File: src/rtl/count_capture_pkg.sv
// count_capture_pkg: shared widths and FIFO depth for the counter family and its benches.
package count_capture_pkg;
  localparam int SIZE    = 5;
  localparam int DEPTH   = 4;
  localparam int EPOCH_W = 3;
endpackage

File: src/rtl/count_capture_if.sv
// count_capture_if: live count in, captured {epoch,count} stream and status out.
interface count_capture_if #(
  parameter int Size       = 5,
  parameter int EpochWidth = 3
);
  logic [Size-1:0]       count;
  logic                  capture;
  logic                  clear_overflow;
  logic                  out_ready;
  logic                  out_valid;
  logic [Size-1:0]       out_count;
  logic [EpochWidth-1:0] out_epoch;
  logic                  full;
  logic                  empty;
  logic                  overflow;
  logic [EpochWidth-1:0] epoch;
  modport master (
    output count, capture, clear_overflow, out_ready,
    input  out_valid, out_count, out_epoch, full, empty, overflow, epoch
  );
  modport slave (
    input  count, capture, clear_overflow, out_ready,
    output out_valid, out_count, out_epoch, full, empty, overflow, epoch
  );
endinterface

File: src/rtl/capture_fifo.sv
// capture_fifo: first-word-fall-through FIFO; pointers carry one extra bit to tell full from empty.
module capture_fifo #(
  parameter int Width = 8,
  parameter int Depth = 4
) (
  input  logic             clock,
  input  logic             reset,
  input  logic             push,
  input  logic             pop,
  input  logic [Width-1:0] wdata,
  output logic [Width-1:0] rdata,
  output logic             full,
  output logic             empty
);
  localparam int AW = $clog2(Depth);
  logic [AW:0]      wr_ptr_q, wr_ptr_d, rd_ptr_q, rd_ptr_d;
  logic [Width-1:0] mem_q [Depth];
  logic             wr_en, rd_en;
  always_comb begin
    full     = (wr_ptr_q[AW] != rd_ptr_q[AW]) && (wr_ptr_q[AW-1:0] == rd_ptr_q[AW-1:0]);
    empty    = wr_ptr_q == rd_ptr_q;
    wr_en    = push && !full;
    rd_en    = pop && !empty;
    wr_ptr_d = wr_ptr_q + (AW+1)'(wr_en);
    rd_ptr_d = rd_ptr_q + (AW+1)'(rd_en);
    rdata    = mem_q[rd_ptr_q[AW-1:0]];
  end
  always_ff @(posedge clock or posedge reset) begin
    if (reset) begin
      wr_ptr_q <= '0;
      rd_ptr_q <= '0;
    end else begin
      wr_ptr_q <= wr_ptr_d;
      rd_ptr_q <= rd_ptr_d;
    end
  end
  // storage needs no reset: pointers alone define which entries are live
  always_ff @(posedge clock) begin
    if (wr_en) mem_q[wr_ptr_q[AW-1:0]] <= wdata;
  end
endmodule

File: src/rtl/count_capture.sv
// count_capture: snapshots an upstream counter into a FIFO, tagging each sample with a wrap epoch.
module count_capture
  import count_capture_pkg::*;
#(
  parameter int Size       = SIZE,
  parameter int Depth      = DEPTH,
  parameter int EpochWidth = EPOCH_W
) (
  input logic           clock,
  input logic           reset,
  count_capture_if.slave bus
);
  logic [Size-1:0]            prev_count_q, prev_count_d;
  logic                       prev_valid_q, prev_valid_d;
  logic [EpochWidth-1:0]      epoch_q, epoch_d;
  logic                       overflow_q, overflow_d;
  logic                       wrap, fifo_full, fifo_empty;
  logic [EpochWidth+Size-1:0] head;
  always_comb begin
    wrap         = prev_valid_q && (bus.count < prev_count_q);
    epoch_d      = epoch_q + EpochWidth'(wrap);
    prev_count_d = bus.count;
    prev_valid_d = 1'b1;
    // a drop on this edge outranks a clear request
    overflow_d   = (bus.capture && fifo_full) ? 1'b1 : bus.clear_overflow ? 1'b0 : overflow_q;
  end
  always_ff @(posedge clock or posedge reset) begin
    if (reset) begin
      prev_count_q <= '0;
      prev_valid_q <= 1'b0;
      epoch_q      <= '0;
      overflow_q   <= 1'b0;
    end else begin
      prev_count_q <= prev_count_d;
      prev_valid_q <= prev_valid_d;
      epoch_q      <= epoch_d;
      overflow_q   <= overflow_d;
    end
  end
  capture_fifo #(.Width(EpochWidth + Size), .Depth(Depth)) u_fifo (
    .clock (clock),
    .reset (reset),
    .push  (bus.capture),
    .pop   (bus.out_ready),
    .wdata ({epoch_d, bus.count}),
    .rdata (head),
    .full  (fifo_full),
    .empty (fifo_empty)
  );
  assign bus.out_valid = !fifo_empty;
  assign bus.out_count = head[Size-1:0];
  assign bus.out_epoch = head[EpochWidth+Size-1:Size];
  assign bus.full      = fifo_full;
  assign bus.empty     = fifo_empty;
  assign bus.overflow  = overflow_q;
  assign bus.epoch     = epoch_q;
endmodule
File: src/flat_wrapper.sv
// flat-port wrapper written by rule: the top's interface ports become plain ports
module count_capture_flat import count_capture_pkg::*;
#(
  parameter int Size       = SIZE,
  parameter int Depth      = DEPTH,
  parameter int EpochWidth = EPOCH_W
)
  (clock, reset, bus_count, bus_capture, bus_clear_overflow, bus_out_ready, bus_out_valid, bus_out_count, bus_out_epoch, bus_full, bus_empty, bus_overflow, bus_epoch);
  count_capture_if #(.Size(Size), .EpochWidth(EpochWidth)) bus_i ();
  input logic clock;
  input logic reset;
  input wire logic [$bits(bus_i.count)-1:0] bus_count;
  input wire logic [$bits(bus_i.capture)-1:0] bus_capture;
  input wire logic [$bits(bus_i.clear_overflow)-1:0] bus_clear_overflow;
  input wire logic [$bits(bus_i.out_ready)-1:0] bus_out_ready;
  output wire logic [$bits(bus_i.out_valid)-1:0] bus_out_valid;
  output wire logic [$bits(bus_i.out_count)-1:0] bus_out_count;
  output wire logic [$bits(bus_i.out_epoch)-1:0] bus_out_epoch;
  output wire logic [$bits(bus_i.full)-1:0] bus_full;
  output wire logic [$bits(bus_i.empty)-1:0] bus_empty;
  output wire logic [$bits(bus_i.overflow)-1:0] bus_overflow;
  output wire logic [$bits(bus_i.epoch)-1:0] bus_epoch;
  assign bus_i.count = bus_count;
  assign bus_i.capture = bus_capture;
  assign bus_i.clear_overflow = bus_clear_overflow;
  assign bus_i.out_ready = bus_out_ready;
  assign bus_out_valid = bus_i.out_valid;
  assign bus_out_count = bus_i.out_count;
  assign bus_out_epoch = bus_i.out_epoch;
  assign bus_full = bus_i.full;
  assign bus_empty = bus_i.empty;
  assign bus_overflow = bus_i.overflow;
  assign bus_epoch = bus_i.epoch;
  count_capture #(.Size(Size), .Depth(Depth), .EpochWidth(EpochWidth)) u_core (.clock(clock), .reset(reset), .bus(bus_i));
endmodule
File: config.mk
export PLATFORM = sky130hd
export DESIGN_NAME = count_capture_flat
export DESIGN_NICKNAME = d
export VERILOG_FILES = /design/src/rtl/count_capture_pkg.sv /design/src/rtl/count_capture_if.sv /design/src/rtl/capture_fifo.sv /design/src/rtl/count_capture.sv /design/src/flat_wrapper.sv
export SDC_FILE = /design/constraint.sdc
export NUM_CORES = 1
export LEC_CHECK = 0
export CAP_MARGIN = 20
export CORE_MARGIN = 1
export CORE_UTILIZATION = 50
export DETAILED_ROUTE_END_ITERATION = 8
export GPL_ROUTABILITY_DRIVEN = 0
export GPL_TIMING_DRIVEN = 0
export PLACE_DENSITY = 0.82
export SETUP_SLACK_MARGIN = 0.4
export SKIP_LAST_GASP = 1
export SLEW_MARGIN = 20
export SYNTH_ARGS = -nofsm -noshare
export SYNTH_HDL_FRONTEND = slang
export SYNTH_SLANG_ARGS = --single-unit
File: constraint.sdc
create_clock -name clock -period 2.15 [get_ports clock]
set_input_delay 0.3225 -clock clock [delete_from_list [all_inputs] [get_ports clock]]
set_output_delay 0.3225 -clock clock [all_outputs]
set_load 0.05 [all_outputs]
==> results of run 1 <==
metal layers:
layer | track usage | vias up
li1 | - | 444
met5 | 0 | -
met4 | 0.0667 | 0
met1 | 0.239 | 492
met3 | 0.0634 | 4
met2 | 0.328 | 30
area by class of cell:
| cell class | instances | area [um^2] |
|---|---|---|
| flip-flops and latches | 48 | 1360 |
| fillers | 254 | 1160 |
| multi-input cells | 41 | 619 |
| repair buffers | 29 | 314 |
| clock buffers | 5 | 68.8 |
| well taps | 48 | 60.1 |
| clock inverters | 3 | 42.5 |
| inverters | 9 | 33.8 |
| plain buffers | 2 | 26.3 |
Yosys cell counts:
cell type  number
xnor2_1         1
nand3b_4        1
a21oi_1         1
edfxtp_1       32
buf_6           2
a31oi_1         1
nand3b_1        1
o21ai_0         1
xnor2_2         2
and2_1          2
dfrtp_1        16
inv_1           9
mux4_1          8
and4_1          1
nand2_1         2
conb_1          1
o22ai_1         1
nor4b_2         1
nand3_1         1
and4b_1         2
ha_1           10
xor2_1          3
nor2b_1         1
timing repair:
| item | in CTS | in global routing |
|---|---|---|
| hold buffers | 0 | 0 |
| pin swaps | 6 | 6 |
| cloned | 1 | 0 |
| buffers inserted | 3 | 1 |
| resized for setup | 111 | 10 |
| setup endpoints to repair | 61 | 45 |
| hold endpoints to repair | 0 | 0 |
worst reg2reg max path: stages, from the launching register on:
cell and delay (ps):
dfrtp_1 360, inv_1 60, ha_1 240, nand2_1 70, nand3b_1 70, a31oi_1 210, ha_2 240, ha_4 150
xor2_4 200
path summary, 6_finish.rpt:
check                                             to  cells after the start                      start  slack (ps)
setup / recovery                    bus_out_count[0]                      3  u_core.u_fifo.rd_ptr_q[0]         240
hold / removal                u_core.prev_count_q[3]                      1               bus_count[3]         380
setup reg to reg           u_core.u_fifo.mem_q[0][7]                      8     u_core.prev_count_q[4]         390
hold reg to reg            u_core.u_fifo.wr_ptr_q[2]                      1  u_core.u_fifo.wr_ptr_q[2]         530
max in group asynchronous  u_core.u_fifo.rd_ptr_q[0]                      2                      reset        1270
min in group asynchronous  u_core.u_fifo.rd_ptr_q[2]                      2                      reset         430
registers in the layout, summed over array words and instances, names as in the netlist:
name and cells:
u_core.u_fifo.wr_ptr_q 3, u_core.prev_count_q 5, u_core.u_fifo.mem_q 32, u_core.bus.overflow 1, u_core.u_fifo.rd_ptr_q 3, u_core.bus.epoch 3, u_core.prev_valid_q 1
cell families (layout without fill, tap and decap cells):
family,after synthesis,after routing,share of synthesized area
flops,48,48,0.698
xor+xnor,6,6,0.0347
other cells,1,1,0.00192
simple gates,12,12,0.0526
compound gates,4,4,0.0116
buf+inv,11,48,0.0289
mux,8,8,0.108
fa+ha+maj,10,10,0.0642
stage by stage:
| step | TNS, ps | setup WS, ps | util | hold slack, ps | instance area (um^2) |
|---|---|---|---|---|---|
| 5_1_grt | 0 | 194 | 0.685 | 361 | 2530 |
| 6_report | 0 | 245 | 0.685 | 381 | 2530 |
| 3_5_place_dp | -2930 | -361 | 0.622 | 481 | 2290 |
| 4_1_cts | 0 | 220 | 0.678 | 368 | 2500 |
| 2_1_floorplan | 0 | 386 | - | 236 | 1990 |
| 3_3_place_gp | -2160 | -277 | 0.622 | 476 | 2290 |
==> run metrics, run 1 <==
DRC errors left=0; Peak Freq=525 MHz; total die area=4150 um^2; fin crit share=0.886; I/O Buffers=24; Slew @ Worst Pin=655 ps; Synth top area share=0.493; #FFs+latches synth=48; Max stage delay on crit path=530 ps; ANT cells=0; via count=970; CTS buffer count=5; total track usage=0.195; worst path cell trace=buf_8 > mux4_2 > buf_6; router iterations before antenna repair=4; DIE WIDTH=64.4 um; largest net degree at the start of global routing=17; commonest non-fill, non-tap cells in the layout=edfxtp_1 (32), dfrtp_1 (15), buf_6 (10); Yosys cell types=23; WP buf/inv=2; Layout Nets=156; vias in the first global route=1057; Iter 0 DRT Violations=59; routed wl met2=1800 um; min-delay worst type=in -> reg; share of layout cells above drive strength 1=0.416; final wirelength=3450 um; gate count of the mapped netlist=100; Yosys warnings=0; first-pass GRT wire length=5540 um; largest area contributor in the netlist=edfxtp_1; Crit Path Category=reg -> out; core area=3690 um^2; row count=22; CP Launch Type=flop; slew margin rel.=0.563; Worst setup EP type=output pin; Avg Inst Size Synth=19.5 um^2; slowest cell on the critical path=mux4_2; Synth Cell Area=1950 um^2; P&R area growth vs syn=29.7%; CP top delay family=multiplexers; boundary pin count=25; initial core utilization=0.528; dpl hpwl=2110 um; Mapped Nets=120; gr ovfl total=0; worst-skew pair later-pin latency=300 ps; CTS Root Cell=clkbuf_8; RSZ-0062 raised after global routing=yes; WL/cell=18.6 um; Clock Tree Buf Depth=2; WP data arrival=1580 ps; Worst EP required=1830 ps; commonest non-fill, non-tap cell in the layout=edfxtp_1; clk sinks=48; CTS H-tree lvls=2; status=finished clean; vias per std cell=5.24; met3 WL post-DR=126 um; Top Layer Used=met4; met1 WL=1480 um; Die Y-Extent=64.4 um; Final ANT Viol Nets=0; fin cells=185; Slew Limit Fails=0; CTS tree=built; clk_skew=9.26 ps; max cap viols=0; Tmin final=1910 ps; top post-synthesis cells by area=edfxtp_1 (49%), dfrtp_1 (21%), mux4_1 (11%); Final Hold Viols=0; Seq/Total Area, Yosys=0.698; placed cell count=172; # setup viols final=0; initial antenna violation count=0; crit-path max FO=5; CTS clk-pin slew, worst paths=90 ps
Power of run 1 is left out: the tool's default activity adds up to more than one toggle a clock period on the data nets, which glitch-free logic cannot reach.
==> run 2: changes to the inputs <==
clock period = 2.14 ns   (was 2.15 ns; I/O delays follow)
==> run 2 against run 1 <==
  * Register-to-register slack about the same
  * Non-clock buffer count unchanged
  * Design area up 0.79%
  * Largest cell class unchanged
==> run metrics, run 2 (synthesis results as in run 1) <==
min-delay worst type=in -> reg; CTS clk-pin slew, worst paths=90 ps; fin crit share=0.889; Crit Path Category=reg -> out; WL/cell=18.4 um; CP top delay family=multiplexers; clk sinks=48; commonest non-fill, non-tap cells in the layout=edfxtp_1 (32), dfrtp_1 (15), buf_6 (10); Die Y-Extent=64.4 um; worst path cell trace=buf_8 > mux4_2 > buf_6; Worst setup EP type=output pin; initial antenna violation count=0; via count=960; slew margin rel.=0.565; WP buf/inv=2; clk_skew=8.57 ps; CTS Root Cell=clkbuf_8; dpl hpwl=2110 um; # setup viols final=0; Final ANT Viol Nets=0; crit-path max FO=5; number of flip-flops in the largest register=32; gr ovfl total=0; total die area=4150 um^2; commonest non-fill, non-tap cell in the layout=edfxtp_1; Final Cell Area=2550 um^2; total track usage=0.195; slowest cell on the critical path=mux4_2; boundary pin count=25; first-pass GRT wire length=5540 um; Final Hold Viols=0; P&R area growth vs syn=30.7%; Max stage delay on crit path=530 ps; total placed instance area=2290 um^2; final wirelength=3400 um; CTS tree=built; CTS buffer count=5; worst-skew pair later-pin latency=300 ps; Slew @ Worst Pin=651 ps; DIE WIDTH=64.4 um; share of layout cells above drive strength 1=0.416; core area=3690 um^2; ANT cells=0; WP data arrival=1580 ps; max cap viols=0; vias in the first global route=1057; Worst EP required=1820 ps; initial core utilization=0.528; row count=22; Clock Tree Buf Depth=2; Tmin final=1900 ps; RSZ-0062 raised after global routing=yes; CP Launch Type=flop; DRC errors left=0; Iter 0 DRT Violations=37; router iterations before antenna repair=6; I/O Buffers=24; status=finished clean; Slew Limit Fails=0; largest net degree at the start of global routing=17; vias per std cell=5.19; Layout Nets=156; Peak Freq=526 MHz; CTS H-tree lvls=2
## run 2: cell counts in the layout (fill, tap and decap cells not counted)
Identical to the previous run, type by type.
## run 2: per-stage QoR
stage / setup WS, ps / cells / util / setup TNS (ps) / hold WS [ps]
final: 239 / 185 / 0.691 / 0 / 375
after global routing: 185 / 185 / 0.691 / 0 / 359
after CTS: 212 / 184 / 0.678 / 0 / 366
after detailed placement: -369 / 172 / 0.622 / -3100 / 481
after global placement: -285 / 172 / 0.622 / -2290 / 476
after floorplan: 376 / 100 / - / 0 / 235
## run 2: final cells by class
cell class	instances	area, um^2
Multi-Input combinational cell	41	639
Tap cell	48	60.1
Timing Repair Buffer	29	314
Inverter	9	33.8
Fill cell	252	1140
Buffer	2	26.3
Clock buffer	5	68.8
Sequential cell	48	1360
Clock inverter	3	42.5
## run 2: path summary, 6_finish.rpt
path	from	endpoint	cells after the start	slack, ps
max	u_core.u_fifo.rd_ptr_q[0]	bus_out_count[0]	3	240
max reg2reg	u_core.prev_count_q[4]	u_core.u_fifo.mem_q[1][7]	8	380
max in group asynchronous	reset	u_core.u_fifo.rd_ptr_q[0]	2	1290
min in group asynchronous	reset	u_core.u_fifo.rd_ptr_q[2]	2	400
min	bus_count[3]	u_core.prev_count_q[3]	1	370
min reg2reg	u_core.u_fifo.wr_ptr_q[2]	u_core.u_fifo.wr_ptr_q[2]	1	530
## run 2: worst register-to-register path: cells and delay by family (launching register included)
kind	cells	cell delay (ps)
simple gates	2	140
fa+ha+maj	3	630
compound gates	1	210
flops	1	360
buf+inv	1	60
xor+xnor	1	200
## run 2: routing by layer
metal,track usage,wire [um]
met3,0.0634,96
met5,0,0
met2,0.328,1730
met4,0.0667,72
met1,0.239,1500
## run 2: what timing repair did
item	4_1_cts	5_1_grt
hold buffers	0	0
gates resized for setup	112	11
setup endpoints to repair	62	41
setup buffers	3	1
pin swaps	6	6
gates cloned	1	0
Power of run 2 is left out for the same reason.
